**src/rtl/writeback.sv**
```systemverilog
// Writeback stage: 15x64 register file with two write ports (E, M), two
// combinational read ports, a RUN/HALT/FAULT status FSM and a retired-instruction
// counter. Define WB_BYPASS_EN to forward same-cycle writes onto the read ports.
module writeback (
  input  logic        clk,
  input  logic        rst,
  input  logic [3:0]  W_icode,
  input  logic [1:0]  W_stat,
  input  logic [3:0]  W_dstE,
  input  logic [63:0] W_valE,
  input  logic [3:0]  W_dstM,
  input  logic [63:0] W_valM,
  input  logic [3:0]  d_srcA,
  input  logic [3:0]  d_srcB,
  output logic [63:0] d_rvalA,
  output logic [63:0] d_rvalB,
  output logic [1:0]  Stat,
  output logic        halted,
  output logic [31:0] retired
);

  localparam int unsigned XLEN = 64;
  localparam int unsigned NREG = 15;
  localparam int unsigned AW   = 4;
  localparam int unsigned CW   = 32;

  localparam logic [AW-1:0] RNONE      = 4'hF;
  localparam logic [3:0]    ICODE_NOP  = 4'h1;
  localparam logic [1:0]    STAT_AOK   = 2'd0;
  localparam logic [1:0]    STAT_HLT   = 2'd1;

  typedef enum logic [1:0] {
    S_RUN   = 2'd0,
    S_HALT  = 2'd1,
    S_FAULT = 2'd2
  } state_t;

  state_t              state;
  logic [XLEN-1:0]     regs [NREG];
  logic                wr_en;
  logic                wr_e;
  logic                wr_m;

  // Only a good instruction retiring in RUN may touch architectural state.
  assign wr_en = (state == S_RUN) && (W_stat == STAT_AOK);
  assign wr_e  = wr_en && (W_dstE != RNONE);
  assign wr_m  = wr_en && (W_dstM != RNONE);

  function automatic logic [XLEN-1:0] rd_port(input logic [AW-1:0] addr);
    logic [XLEN-1:0] val;
    val = '0;
    if (addr != RNONE) begin
      val = regs[addr];
`ifdef WB_BYPASS_EN
      if (wr_m && (W_dstM == addr)) begin
        val = W_valM;
      end else if (wr_e && (W_dstE == addr)) begin
        val = W_valE;
      end
`endif
    end
    return val;
  endfunction

  always_comb begin
    d_rvalA = rd_port(d_srcA);
    d_rvalB = rd_port(d_srcB);
  end

  // Stat doubles as the latched fault code once the FSM reaches FAULT.
  always_ff @(posedge clk or posedge rst) begin
    if (rst) begin
      for (int i = 0; i < int'(NREG); i++) begin
        regs[i] <= '0;
      end
      state   <= S_RUN;
      Stat    <= STAT_AOK;
      halted  <= 1'b0;
      retired <= '0;
    end else if (state == S_RUN) begin
      if (W_stat == STAT_AOK) begin
        for (int i = 0; i < int'(NREG); i++) begin
          if (wr_m && (W_dstM == AW'(i))) begin
            regs[i] <= W_valM;
          end else if (wr_e && (W_dstE == AW'(i))) begin
            regs[i] <= W_valE;
          end
        end
        if (W_icode != ICODE_NOP) begin
          retired <= retired + CW'(1);
        end
      end else if (W_stat == STAT_HLT) begin
        state  <= S_HALT;
        Stat   <= STAT_HLT;
        halted <= 1'b1;
      end else begin
        state  <= S_FAULT;
        Stat   <= W_stat;
        halted <= 1'b1;
      end
    end
  end

endmodule

```
**config.mk**
```make
export PLATFORM = sky130hd
export DESIGN_NAME = writeback
export DESIGN_NICKNAME = d
export VERILOG_FILES = /design/src/rtl/writeback.sv
export SDC_FILE = /design/constraint.sdc
export NUM_CORES = 2
export LEC_CHECK = 0
export ABC_AREA = 0
export CORE_MARGIN = 4
export CORE_UTILIZATION = 50
export DETAILED_ROUTE_END_ITERATION = 10
export PLACE_DENSITY = 0.68
export SLEW_MARGIN = 40
export SYNTH_ARGS = -nofsm -noshare
export SYNTH_HDL_FRONTEND = slang
export SYNTH_SLANG_ARGS = --single-unit
export TNS_END_PERCENT = 5
```
**constraint.sdc**
```tcl
create_clock -name clk -period 48 [get_ports clk]
set_clock_uncertainty 0.15 [all_clocks]
set_input_delay 14.4 -clock clk [delete_from_list [all_inputs] [get_ports clk]]
set_output_delay 14.4 -clock clk [all_outputs]
set_load 0.005 [all_outputs]
```
==> results by group <==
Route
  – DRT Wirelength: 221000 um
  – DRT antenna net count: 0
  – First-pass iteration count of the detailed router: 7
  – DR vias/cell: 6.74
  – Routed len/inst: 29.4 um
  – DR iter-0 viols: 6563
  – Routed vias: 50600
  – # DRC: 0

Finish
  – Area growth syn-to-layout: 13.4%
  – # fillers: 10200
  – Layout cells sized above 1: 14.8%
  – Number of nets in the layout: 5939

Synthesis
  – Synthesis Warnings: 0
  – Number of synthesized flops with an enable pin: 0
  – Post-Synthesis Cells: 5880
  – Avg Cell Area, Syn: 10.3 um^2
  – Largest area contributor in the netlist: dfrtp_1
  – Area share of the largest cell type after synthesis: 41.0%
  – Fraction of registers with async set/reset: 100%
  – Count of state elements after synthesis: 997
  – Syn_nets: 6033
  – Main synth FF type: dfrtp_1
  – Cell Area, Synth: 60900 um^2
  – Post-synthesis cell type count: 49
  – Area contributors post-synth: dfrtp_1, mux2i_1, mux4_2, nand2_1, o21ai_0
  – Seq/Total Area, Yosys: 41.0%

Clock network
  – # clock sinks: 997
  – H-tree levels: 3
  – CTS resizes: 0
  – Clk Latency, worst-skew pair: 0.70 ns
  – Root Buffer: clkbuf_16
  – Clock slew at reported path FFs: 0.05 ns
  – Post-CTS setup buffers: 0
  – Clock Path Buffers: 3
  – CTS tree: built
  – CTS buffer count: 114
  – # hold bufs at CTS: 0

Die
  – Core area: 120000 um^2
  – Die Area: 127000 um^2
  – Starting Density: 50.5%
  – Top-Level Pins: 315
  – Die width: 357 um
  – Die height: 357 um
  – Row cnt: 127

Setup path
  – CP Class: input pin to output port
  – Endpoint type of the worst setup path: output port
  – Critical Path Fanout Max: 42
  – Startpoint types: input pin
  – Worst EP arrival: 18.36 ns
  – Data required time at the worst endpoint: 33.45 ns

STA
  – Least-Margin Pin Slew: 0.972 ns
  – RSZ-0062 raised after global routing: no
  – Setup TNS: 0 ns
  – Slew HR: 35.2%
  – Max Slew Vio Count: 0
  – Fmax achieved: 30.4 MHz
  – Worst Slack Setup Final: 15.09 ns
  – Period utilisation layout: 68.6%
  – Setup violators final: 0
  – Tmin final: 32.91 ns
  – Final hold viol count: 0

Pwr
  – LEAKAGE: 30.9 nW
  – Pwr Total: 1.95 mW
  – PD cells: 28.3 nW/um^2
  – Clock network fraction of total power: 46.8%
  – Combinational Power Share: 9.1%
  – Reg power frac: 44.1%
  – P_int: 1.45 mW
  – Peak VDD IR: 0.0000329 V
  – Sw Ratio: 25.4%
  – P_sw: 0.496 mW

Flow run
  – MaxCap Viol Count: 0

GRT
  – First-pass GRT wire length: 331000 um
  – Largest net degree at the start of global routing: 119
  – Global route overflow: 0
  – Vias in the first global route: 50700
  – Initial antenna violation count: 32
  – Global Route Usage Sum: 34.2%

Hold path
  – HP Class: flop to flop

Place
  – Pre-CTS WS: 14.96 ns
  – Port-buffer cells: 314
  – Final Wtd Congestion: 0.834
  – DP HPWL: 122000 um

Run status
  – Status: completed
## worst paths after layout
path | from | end | slack, ns | cells after the start
max | d_srcA[0] | d_rvalA[62] | 15.09 | 9
min | halted | halted | 0.32 | 1
max reg2reg | state[1] | regs[252] | 44.12 | 7
min reg2reg | halted | halted | 0.32 | 1
max in group asynchronous | rst | regs[357] | 31.12 | 5
min in group asynchronous | rst | Stat[1] | 14.10 | 2
## cell usage after synthesis (all sizes together) (10+ instances only)
| library cell | number |
|---|---|
| mux2i | 968 |
| nor2b | 132 |
| nand3 | 19 |
| a21oi | 131 |
| nand4 | 18 |
| a221oi | 57 |
| nand2 | 992 |
| buf | 143 |
| a22oi | 69 |
| a31oi | 64 |
| xnor2 | 24 |
| nor2 | 205 |
| mux2 | 186 |
| mux4 | 321 |
| nor4 | 12 |
| o22ai | 57 |
| a221o | 127 |
| nor3 | 10 |
| dfrtp | 997 |
| a211oi | 64 |
| clkbuf | 500 |
| inv | 14 |
| o21ai | 717 |
## cells by family (layout without fill, tap and decap cells)
logic type / count (synthesis) / in the layout / share of synthesized area (%)
AO/OA/AOI/OAI: 1289 / 1289 / 12.8
multiplexers: 1475 / 1475 / 31.6
XOR/XNOR: 31 / 31 / 0.446
buffers and inverters: 657 / 654 / 4.29
flip-flops: 997 / 997 / 41.0
AND/OR/NAND/NOR: 1430 / 1430 / 9.85
adder cells (fa/ha/maj): 1 / 1 / 0.0206
other: 0 / 19 / 0
## registers in the layout, indices dropped and copies added, names as in the netlist
name	flops
Stat	2
halted	1
regs	960
retired	32
state	2
## layout make-up
type	count	area [um^2]	share of cell area, %
Clock buffer	165	3420	4.95
Tap cell	1612	2020	2.92
Antenna cell	19	47.5	0.0689
Inverter	14	65.1	0.0943
Timing Repair Buffer	433	4450	6.44
Sequential cell	997	24900	36.2
Multi-Input combinational cell	4226	33600	48.7
Clock inverter	42	477	0.691
## layout by cell type (no fill, tap or decap), drive strengths merged, types with 131 or more instances in the layout
master	count
a21oi	131
mux2i	968
dfrtp	997
o21ai	717
clkdlybuf4s50	306
clkbuf	165
nand2	992
mux2	186
nor2	205
mux4	321
nor2b	132
## worst max-delay path, cell delays in order
cell             delay, ns
buf_8                 0.36
buf_16                0.30
buf_6                 0.51
buf_6                 0.65
nor2b_1               0.33
a22oi_1               0.26
nand3_1               0.12
a21oi_1               0.68
clkdlybuf4s50_1       0.64
## layer usage
| layer | track usage (%) | up-vias | part of all wire (%) |
|---|---|---|---|
| li1 | - | 21300 | - |
| met1 | 46.5 | 25400 | 39 |
| met2 | 51.9 | 3172 | 45 |
| met3 | 8.77 | 680 | 11 |
| met4 | 15.5 | 24 | 4.8 |
| met5 | 0 | - | 0.066 |
## power by group through the flow
| stage | combinational, mW | clock, mW | sequential, mW |
|---|---|---|---|
| global placement | 0.170 | 0 | 0.874 |
| floorplan | 0.101 | 0 | 0.873 |
| detailed placement | 0.174 | 0 | 0.874 |
| finish | 0.177 | 0.914 | 0.859 |
| CTS | 0.175 | 0.921 | 0.859 |
| global route | 0.187 | 0.958 | 0.860 |
## per-stage QoR
step | instances | util (%) | instance area (um^2) | hold slack [ns]
global placement | 7269 | 53.6 | 64600 | 0.307
global route | 7500 | 57.3 | 69000 | 0.355
finish | 7508 | 57.3 | 69000 | 0.324
floorplan | 5880 | - | 60900 | 0.309
detailed placement | 7279 | 53.9 | 65000 | 0.307
CTS | 7486 | 57.2 | 68900 | 0.326
No activity file was read; power rests on OpenSTA's default activity.
